--- src/rtl/axi4_lite_slave_regs_if.sv ---
// AXI4-Lite bus bundle for the axi4_lite_slave_regs register bank.
// Master drives requests; slave drives readies and responses.
interface axi4_lite_slave_regs_if;
   logic [31:0] awaddr;
   logic [2:0]  awprot;
   logic        awvalid;
   logic        awready;
   logic [31:0] wdata;
   logic [3:0]  wstrb;
   logic        wvalid;
   logic        wready;
   logic [1:0]  bresp;
   logic        bvalid;
   logic        bready;
   logic [31:0] araddr;
   logic [2:0]  arprot;
   logic        arvalid;
   logic        arready;
   logic [31:0] rdata;
   logic [1:0]  rresp;
   logic        rvalid;
   logic        rready;

   modport master (
      output awaddr, awprot, awvalid,
      input  awready,
      output wdata, wstrb, wvalid,
      input  wready,
      input  bresp, bvalid,
      output bready,
      output araddr, arprot, arvalid,
      input  arready,
      input  rdata, rresp, rvalid,
      output rready
   );

   modport slave (
      input  awaddr, awprot, awvalid,
      output awready,
      input  wdata, wstrb, wvalid,
      output wready,
      output bresp, bvalid,
      input  bready,
      input  araddr, arprot, arvalid,
      output arready,
      output rdata, rresp, rvalid,
      input  rready
   );
endinterface

--- src/rtl/axi4_lite_slave_regs.sv ---
// AXI4-Lite slave register bank with byte strobes and a flat register export.
// Define AXIL_PRIV_CHECK_EN to reject unprivileged (prot[0]=0) accesses.
module axi4_lite_slave_regs #(
   parameter logic [31:0] BASE_ADDR = 32'h0000_3000,
   parameter int          NUM_REGS  = 8
) (
   input  logic                      aclk,
   input  logic                      aresetn,
   axi4_lite_slave_regs_if.slave     bus,
   output logic [32*NUM_REGS-1:0]    regs_out
);

   localparam logic [1:0] RESP_OKAY   = 2'b00;
   localparam logic [1:0] RESP_SLVERR = 2'b10;

   typedef enum logic {W_IDLE, W_RESP} w_state_t;
   typedef enum logic {R_IDLE, R_DATA} r_state_t;

   w_state_t w_state;
   r_state_t r_state;

   logic [NUM_REGS-1:0][31:0] regs;

   logic        live;
   logic        aw_got;
   logic        w_got;
   logic        aw_ok_q;
   logic [9:0]  aw_idx_q;
   logic [31:0] wdata_q;
   logic [3:0]  wstrb_q;

   logic [1:0]  bresp;
   logic        bvalid;
   logic [1:0]  rresp;
   logic        rvalid;
   logic [31:0] rdata;

   logic        awready;
   logic        wready;
   logic        arready;
   logic        aw_hs;
   logic        w_hs;
   logic        ar_hs;
   logic        aw_ok_now;
   logic        ar_ok_now;
   logic        wr_ok;
   logic [9:0]  wr_idx;
   logic [31:0] wr_data;
   logic [3:0]  wr_strb;
   logic [31:0] rd_sel;

   function automatic logic decode(input logic [29:0] a);
      return (a[29:10] == BASE_ADDR[31:12]) &&
             ({22'd0, a[9:0]} < 32'(NUM_REGS));
   endfunction

`ifdef AXIL_PRIV_CHECK_EN
   assign aw_ok_now = decode(bus.awaddr[31:2]) && bus.awprot[0];
   assign ar_ok_now = decode(bus.araddr[31:2]) && bus.arprot[0];
   logic unused_bits;
   assign unused_bits = ^{bus.awaddr[1:0], bus.araddr[1:0],
                          bus.awprot[2:1], bus.arprot[2:1]};
`else
   assign aw_ok_now = decode(bus.awaddr[31:2]);
   assign ar_ok_now = decode(bus.araddr[31:2]);
   logic unused_bits;
   assign unused_bits = ^{bus.awaddr[1:0], bus.araddr[1:0],
                          bus.awprot, bus.arprot};
`endif

   // live holds the readies low for the whole reset and its release edge
   assign awready = live && (w_state == W_IDLE) && !aw_got;
   assign wready  = live && (w_state == W_IDLE) && !w_got;
   assign arready = live && (r_state == R_IDLE);

   assign aw_hs = bus.awvalid && awready;
   assign w_hs  = bus.wvalid && wready;
   assign ar_hs = bus.arvalid && arready;

   assign wr_ok   = aw_got ? aw_ok_q  : aw_ok_now;
   assign wr_idx  = aw_got ? aw_idx_q : bus.awaddr[11:2];
   assign wr_data = w_got  ? wdata_q  : bus.wdata;
   assign wr_strb = w_got  ? wstrb_q  : bus.wstrb;

   always_comb begin
      rd_sel = '0;
      for (int i = 0; i < NUM_REGS; i++) begin
         if (bus.araddr[11:2] == 10'(i)) rd_sel = regs[i];
      end
   end

   assign bus.awready = awready;
   assign bus.wready  = wready;
   assign bus.arready = arready;
   assign bus.bresp   = bresp;
   assign bus.bvalid  = bvalid;
   assign bus.rresp   = rresp;
   assign bus.rvalid  = rvalid;
   assign bus.rdata   = rdata;
   assign regs_out    = regs;

   always_ff @(posedge aclk) begin
      if (!aresetn) begin
         live     <= 1'b0;
         w_state  <= W_IDLE;
         r_state  <= R_IDLE;
         regs     <= '0;
         aw_got   <= 1'b0;
         w_got    <= 1'b0;
         aw_ok_q  <= 1'b0;
         aw_idx_q <= '0;
         wdata_q  <= '0;
         wstrb_q  <= '0;
         bresp    <= RESP_OKAY;
         bvalid   <= 1'b0;
         rresp    <= RESP_OKAY;
         rvalid   <= 1'b0;
         rdata    <= '0;
      end else begin
         live <= 1'b1;

         unique case (w_state)
            W_IDLE: begin
               if (aw_hs) begin
                  aw_got   <= 1'b1;
                  aw_ok_q  <= aw_ok_now;
                  aw_idx_q <= bus.awaddr[11:2];
               end
               if (w_hs) begin
                  w_got   <= 1'b1;
                  wdata_q <= bus.wdata;
                  wstrb_q <= bus.wstrb;
               end
               if ((aw_got || aw_hs) && (w_got || w_hs)) begin
                  if (wr_ok) begin
                     for (int i = 0; i < NUM_REGS; i++) begin
                        if (wr_idx == 10'(i)) begin
                           for (int k = 0; k < 4; k++) begin
                              if (wr_strb[k])
                                 regs[i][8*k +: 8] <= wr_data[8*k +: 8];
                           end
                        end
                     end
                  end
                  bresp   <= wr_ok ? RESP_OKAY : RESP_SLVERR;
                  bvalid  <= 1'b1;
                  w_state <= W_RESP;
               end
            end
            W_RESP: begin
               if (bus.bready) begin
                  bvalid  <= 1'b0;
                  aw_got  <= 1'b0;
                  w_got   <= 1'b0;
                  w_state <= W_IDLE;
               end
            end
         endcase

         // regs is sampled before this edge's write lands: read sees old data
         unique case (r_state)
            R_IDLE: begin
               if (ar_hs) begin
                  rdata   <= ar_ok_now ? rd_sel : 32'd0;
                  rresp   <= ar_ok_now ? RESP_OKAY : RESP_SLVERR;
                  rvalid  <= 1'b1;
                  r_state <= R_DATA;
               end
            end
            R_DATA: begin
               if (bus.rready) begin
                  rvalid  <= 1'b0;
                  r_state <= R_IDLE;
               end
            end
         endcase
      end
   end

endmodule

--- src/flat_wrapper.sv ---
// flat-port wrapper written by rule: the top's interface ports become plain ports
module axi4_lite_slave_regs_flat 
#(
   parameter logic [31:0] BASE_ADDR = 32'h0000_3000,
   parameter int          NUM_REGS  = 8
)
  (aclk, aresetn, regs_out, bus_awaddr, bus_awprot, bus_awvalid, bus_awready, bus_wdata, bus_wstrb, bus_wvalid, bus_wready, bus_bresp, bus_bvalid, bus_bready, bus_araddr, bus_arprot, bus_arvalid, bus_arready, bus_rdata, bus_rresp, bus_rvalid, bus_rready);
  axi4_lite_slave_regs_if bus_i ();
  input  logic aclk;
  input  logic aresetn;
  output logic [32*NUM_REGS-1:0] regs_out;
  input wire logic [$bits(bus_i.awaddr)-1:0] bus_awaddr;
  input wire logic [$bits(bus_i.awprot)-1:0] bus_awprot;
  input wire logic [$bits(bus_i.awvalid)-1:0] bus_awvalid;
  output wire logic [$bits(bus_i.awready)-1:0] bus_awready;
  input wire logic [$bits(bus_i.wdata)-1:0] bus_wdata;
  input wire logic [$bits(bus_i.wstrb)-1:0] bus_wstrb;
  input wire logic [$bits(bus_i.wvalid)-1:0] bus_wvalid;
  output wire logic [$bits(bus_i.wready)-1:0] bus_wready;
  output wire logic [$bits(bus_i.bresp)-1:0] bus_bresp;
  output wire logic [$bits(bus_i.bvalid)-1:0] bus_bvalid;
  input wire logic [$bits(bus_i.bready)-1:0] bus_bready;
  input wire logic [$bits(bus_i.araddr)-1:0] bus_araddr;
  input wire logic [$bits(bus_i.arprot)-1:0] bus_arprot;
  input wire logic [$bits(bus_i.arvalid)-1:0] bus_arvalid;
  output wire logic [$bits(bus_i.arready)-1:0] bus_arready;
  output wire logic [$bits(bus_i.rdata)-1:0] bus_rdata;
  output wire logic [$bits(bus_i.rresp)-1:0] bus_rresp;
  output wire logic [$bits(bus_i.rvalid)-1:0] bus_rvalid;
  input wire logic [$bits(bus_i.rready)-1:0] bus_rready;
  assign bus_i.awaddr = bus_awaddr;
  assign bus_i.awprot = bus_awprot;
  assign bus_i.awvalid = bus_awvalid;
  assign bus_awready = bus_i.awready;
  assign bus_i.wdata = bus_wdata;
  assign bus_i.wstrb = bus_wstrb;
  assign bus_i.wvalid = bus_wvalid;
  assign bus_wready = bus_i.wready;
  assign bus_bresp = bus_i.bresp;
  assign bus_bvalid = bus_i.bvalid;
  assign bus_i.bready = bus_bready;
  assign bus_i.araddr = bus_araddr;
  assign bus_i.arprot = bus_arprot;
  assign bus_i.arvalid = bus_arvalid;
  assign bus_arready = bus_i.arready;
  assign bus_rdata = bus_i.rdata;
  assign bus_rresp = bus_i.rresp;
  assign bus_rvalid = bus_i.rvalid;
  assign bus_i.rready = bus_rready;
  axi4_lite_slave_regs #(.BASE_ADDR(BASE_ADDR), .NUM_REGS(NUM_REGS)) u_core (.aclk(aclk), .aresetn(aresetn), .bus(bus_i), .regs_out(regs_out));
endmodule
--- config.mk ---
export PLATFORM = sky130hd
export DESIGN_NAME = axi4_lite_slave_regs_flat
export DESIGN_NICKNAME = d
export VERILOG_FILES = /design/src/rtl/axi4_lite_slave_regs_if.sv /design/src/rtl/axi4_lite_slave_regs.sv /design/src/flat_wrapper.sv
export SDC_FILE = /design/constraint.sdc
export NUM_CORES = 1
export LEC_CHECK = 0
export ABC_AREA = 1
export BUFFER_PORTS_ARGS = -buffer_cell sky130_fd_sc_hd__buf_2
export CORE_ASPECT_RATIO = 1.5
export CORE_MARGIN = 2
export CORE_UTILIZATION = 40
export DETAILED_ROUTE_END_ITERATION = 10
export SLEW_MARGIN = 20
export SYNTH_ARGS = -nofsm -noshare
export SYNTH_HDL_FRONTEND = slang
export SYNTH_SLANG_ARGS = --single-unit
--- constraint.sdc ---
create_clock -name aclk -period 2.45 [get_ports aclk]
set_clock_uncertainty 0.2 [all_clocks]
set_input_delay 0.245 -clock aclk [delete_from_list [all_inputs] [get_ports aclk]]
set_output_delay 0.245 -clock aclk [all_outputs]
set_load 0.005 [all_outputs]
; ---- Word level (Yosys, flattened, before mapping)
; Cells that the tools add are included.
; W data, S select, Z words.
[op_classes]
bitwise_logic = 2
reduce_logical = 56
eq_ne = 22
order_cmp = 2
mux = 32
[op_table]
columns = cell, n
row1 = $mux W32, 10
row2 = $reduce_and A5 Y1, 32
row3 = $eq A10 B3 Y1 const B, 8
row4 = $eq A10 B2 Y1 const B, 4
row5 = $eq A20 B2 Y1 const B, 2
row6 = $eq A10 B1 Y1 const B, 2
row7 = $logic_not A10 Y1, 2
row8 = $lt A10 B4 Y1 const B, 2
row9 = $reduce_and A2 Y1, 8
row10 = $mux W1, 12
row11 = $pmux W1 S2, 6
row12 = $logic_and A1 B1 Y1, 10
row13 = $mux W10, 1
row14 = $ne A2 B1 Y1 const B, 3
row15 = $ne A2 B2 Y1 const B, 3
row16 = $mux W2, 2
row17 = $mux W4, 1
row18 = $logic_not A1 Y1, 2
row19 = $logic_or A1 B1 Y1, 2
row20 = $not A1 Y1, 2
[word_totals]
regBits = 346
elab_cells = 160

; ---- Logic depth before layout (Yosys ltp)
[logic_depth]
word_depth = 10
mapped_depth = 14

; ---- Worst setup path before layout
; OpenSTA, ideal clock, no wires.
[synth_timing]
path_type = register to register
from = reg u_core.w_state
to = reg u_core.regs, in the netlist u_core.regs_out[211]
path_buffers = 2
arrival_ps = 1792
slack_ps = 342
stages_incl_launch_ff = 12
synth_period_minus_slack_ps = 2108
cell_sequence = dfxtp_1 nor3_2 and2_1 buf_4 inv_2 nand2_2 nand2_4 a21oi_4 nand3_2 buf_6 o21ai_0 nor2_1
[synth_between]
elab_chain_len = 7
elab_cells_between_ends = 10
[synth_lines]
columns = element, line
row1 = "start, declared", axi4_lite_slave_regs.sv:19  ; w_state_t w_state;
row2 = "start signal, assigned", axi4_lite_slave_regs.sv:105  ; w_state <= W_IDLE;
row3 = "start signal, assigned", axi4_lite_slave_regs.sv:147  ; w_state <= W_RESP;
row4 = "start signal, assigned", axi4_lite_slave_regs.sv:155  ; w_state <= W_IDLE;
row5 = $not A1 Y1 (no line), --
row6 = $logic_and A1 B1 Y1 (2 in series), axi4_lite_slave_regs.sv:73  ; assign wready = live && (w_state == W_IDLE) && !w_got;
row7 = named net bus_wready, flat_wrapper.sv:19  ; output wire logic [$bits(bus_i.wready)-1:0] bus_wready;
row8 = $logic_and A1 B1 Y1, axi4_lite_slave_regs.sv:77  ; assign w_hs = bus.wvalid && wready;
row9 = $logic_or A1 B1 Y1, axi4_lite_slave_regs.sv:134  ; if ((aw_got || aw_hs) && (w_got || w_hs)) begin
row10 = $logic_and A1 B1 Y1, axi4_lite_slave_regs.sv:134
row11 = $reduce_and A5 Y1 (no line), --
row12 = "end signal, assigned by index", axi4_lite_slave_regs.sv:140  ; regs[i][8*k +: 8] <= wr_data[8*k +: 8];
row13 = "end, declared", axi4_lite_slave_regs.sv:22  ; logic [NUM_REGS-1:0][31:0] regs;
; The timed path passes the listed nets, and every way through them passes these cells.
; A chain may end at the register's enable or synchronous reset.

; ---- Final worst setup path
[layout_timing]
from = in bus_awaddr[8]
to = reg u_core.aw_ok_q
[layout_between]
elab_chain_len = 2
[layout_lines]
columns = element, line
row1 = "start, declared", flat_wrapper.sv:12  ; input wire logic [$bits(bus_i.awaddr)-1:0] bus_awaddr;
row2 = $lt A10 B4 Y1, axi4_lite_slave_regs.sv:54  ; ({22'd0, a[9:0]} < 32'(NUM_REGS));
row3 = $logic_and A1 B1 Y1, axi4_lite_slave_regs.sv:53  ; return (a[29:10] == BASE_ADDR[31:12]) &&
row4 = "end signal, assigned", axi4_lite_slave_regs.sv:126  ; aw_ok_q <= aw_ok_now;
row5 = "end, declared", axi4_lite_slave_regs.sv:27  ; logic aw_ok_q;
; Every way passes these cells.

==> impl_metrics.py <==
metrics = {
    "global_route": {
        "antenna_found_initial": 1,
        "grt_first_pass_wirelength_um": 91900,
        "groute.usage.overall": 0.271,
        "grt_max_degree": 127,
        "grt_overflow": 0,
        "first_global_vias": 15900,
    },
    "status": {
        "outcome": "finished clean",
    },
    "power_and_ir_drop": {
        "combPwrFrac": 0.085,
        "leakage_nw": 10.3,
        "seq_power_share": 0.471,
        "sw_frac_of_total": 0.252,
        "netSwitchingPower_mw": 3.05,
        "total_power_mw": 12.1,
        "clkPwrFrac": 0.444,
        "ir_drop_mv": 0.472,
        "p_int_mw": 9.05,
        "power_density_mw_per_mm2": 556,
    },
    "clock_tree": {
        "clk_pin_slew_ns": 0.06,
        "cts_tree": "built",
        "htree_levels": 2,
        "numCtsBuffers": 36,
        "cts_num_sinks": 344,
        "clock_path_buffers": 3,
        "cts_root_buffer": "clkbuf_16",
        "clkLatencyLatePin_ns": 0.53,
    },
    "final_layout": {
        "final_nets": 3140,
        "drive_gt1_frac": 0.203,
        "final_cell_mix": "512 x inv_1, 479 x nand2_1, 410 x nor2_1",
        "n_antenna_cell": 0,
        "syn2layout_area_growth_pct": 29.1,
        "final_common_cell": "inv_1",
        "nFillCells": 4159,
        "post-route-util": 0.521,
    },
    "worst_setup_path": {
        "crit_buf_inv": 4,
        "worst_r2r_path_depth": 10,
        "critical_path_depth": 9,
        "slowest_stage": "dlygate4sd3_1",
        "path_max_fanout": 2,
        "path_cells": "buf_2 -> dlygate4sd3_1 -> nor2_1 -> nand2_1 -> nor2_2 -> dlygate4sd3_1 -> nand2_1 -> dlygate4sd3_1 -> a21oi_1",
        "worst-endpoint-arrival_ns": 2.65,
        "required_ns": 2.70,
        "worstSetupStartpointType": "input port",
        "path_delay_family": "buffers and inverters",
        "endpoint_kind": "flip-flop",
        "crit_start": "bus_awaddr[8]",
        "reg2reg_from": "u_core.aw_got$_SDFFE_PN0P_",
        "crit_top_cell": "dlygate4sd3_1",
        "critical_path_class": "input port to flip-flop",
        "slowest_delay_ns": 0.57,
    },
    "synthesis": {
        "synthCells": 2564,
        "ys_seq_area_frac": 0.408,
        "yosys.area.top_type_share": 0.408,
        "avgSynthCellArea_um2": 6.58,
        "synthDistinctLibCells": 36,
        "ys.flop_type": "dfxtp_1",
        "yosysTopAreaCell": "dfxtp_1",
        "synth_area_leaders": "dfxtp_1 41%, inv_1 11%, nand2_1 11%",
        "yosysWarningCount": 0,
        "synth_area_mm2": 0.0169,
        "synth_edf_count": 0,
        "ys_ff_latch": 344,
        "async_reset_ff_frac": 0,
    },
    "route": {
        "vias": 17300,
        "drt-vias-per-instance": 4.80,
        "drt-pass1-iter-count": 5,
        "routedWlPerCell_um": 17.1,
        "route.detailed.drc": 0,
        "first_iter_violations": 1245,
        "antenna_left": 0,
        "wirelength_um": 61900,
    },
    "die": {
        "coreArea_mm2": 0.0418,
        "die_x_um": 172,
        "initial_utilization": 0.404,
        "ios": 410,
        "die_h_um": 256,
        "die_area_mm2": 0.0439,
        "num_rows": 92,
    },
    "timing": {
        "final-setup-viol-count": 0,
        "max-slew-margin-rel": 0.464,
        "rsz0062_at_grt": "yes",
        "tightestPinTransition_ns": 0.801,
        "min_period_ns": 2.40,
        "maxClockFrequency_mhz": 417,
        "hold_viol_final": 0,
        "maxSlewViolCount": 0,
        "timing.final.crit_share": 0.979,
    },
    "min_path": {
        "hp-class": "input port to flip-flop",
        "hp-start": "bus_araddr[30]",
        "hold_path_depth": 6,
    },
    "placement": {
        "place.gp.congestion": 0.907,
        "numPortBuffers": 397,
        "hpwl_um": 43400,
    },
    "job": {
        "maxCapViolations": 0,
    },
}
==> worst reg2reg max path, cell delays in order (launching register included) <==
cell	delay, ns
dfxtp_1	0.38
inv_2	0.09
nor4_1	0.24
nand2_1	0.14
o21ai_4	0.15
nand2_4	0.15
nor2_4	0.32
nand3_2	0.12
buf_4	0.21
o21ai_1	0.16
nor2_1	0.07
==> sequential cells by signal (all words and copies together), names as in the netlist, 4 cells and up <==
| name | count |
|---|---|
| u_core.regs_out | 256 |
| u_core.bus.rdata | 32 |
| u_core.wstrb_q | 4 |
| u_core.aw_idx_q | 10 |
| u_core.wdata_q | 32 |
==> metrics by stage <==
step / setup TNS [ns] / cell area [um^2] / hold WS (ns) / setup WS, ns / instances
detailed placement: -11.49 / 19400 / 0.252 / -0.139 / 3453
global placement: -5.16 / 19400 / 0.251 / -0.0932 / 3453
floorplan: 0 / 16900 / 0.0727 / 0.342 / 2565
finish: 0 / 21800 / 0.0195 / 0.0507 / 3614
CTS: -12.39 / 21200 / 0.00530 / -0.149 / 3574
global route: -0.265 / 21800 / 0.0468 / -0.0415 / 3614
==> power groups by stage <==
stage                     combinational (mW)  sequential, mW  clock (mW)
after floorplan                        0.533            5.82           0
after global placement                 0.863            5.83           0
after detailed placement               0.876            5.83           0
after CTS                              0.957            5.70        5.48
after global routing                    1.12            5.71        5.69
final                                   1.03            5.71        5.37
==> final cells by class <==
type                       instances  area [um^2]  share of cell area
multi-input combinational       1573         7570               0.348
inverter                         524         1970              0.0903
clock inverter                    10         58.8             0.00270
timing repair buffer             548         3520               0.162
sequential                       344         6890               0.316
clock buffer                      51         1070              0.0491
tap                              564          706              0.0324
==> path summary, 6_finish.rpt <==
kind / to / slack [ns]
worst max-delay path: u_core.aw_ok_q$_SDFFE_PN0P_ / 0.05
worst max register to register: u_core.regs_out[250]$_SDFFE_PN0P_ / 0.10
worst min register to register: u_core.bus.rdata[4]$_SDFFE_PN0P_ / 0.26
worst min-delay path: u_core.bus.rdata[24]$_SDFFE_PN0P_ / 0.02
==> metal layers <==
metal | vias to the layer above | GRT usage | share of wire
li1 | 8792 | - | -
met1 | 7805 | 0.317 | 0.40
met2 | 613 | 0.474 | 0.49
met3 | 127 | 0.0458 | 0.067
met4 | 2 | 0.130 | 0.046
met5 | - | 0 | 0.00018
==> cells in the mapped netlist (7+ instances only) <==
library cell  instances
inv_1               513
nand2_1             481
nor2_1              415
dfxtp_1             344
o21ai_0             156
a21oi_1             125
o21ai_1             122
nand3_1              95
clkbuf_1             69
nand4_1              40
mux2i_1              32
nand3_2              28
buf_6                26
o211ai_1             26
buf_2                22
nor4_1               10
inv_2                 9
nor3_1                8
nor2_2                7
==> what timing repair did <==
item | 4_1_cts | 5_1_grt
resized for setup | 4 | 41
gates cloned | 0 | 0
pin swaps | 1 | 10
buffers inserted | 0 | 40
hold buffers | 60 | 0
setup endpoints to repair | 175 | 259
endpoints found under the hold margin | 78 | 0
==> logic make-up after synthesis <==
family,Yosys count,synth area share
multiplexers,32,0.0190
buffers and inverters,648,0.159
AND/OR/NAND/NOR,1103,0.277
flip-flops,344,0.408
AO/OA/AOI/OAI,436,0.137
other,1,0.000222
Power figures use the tool's default switching activity.
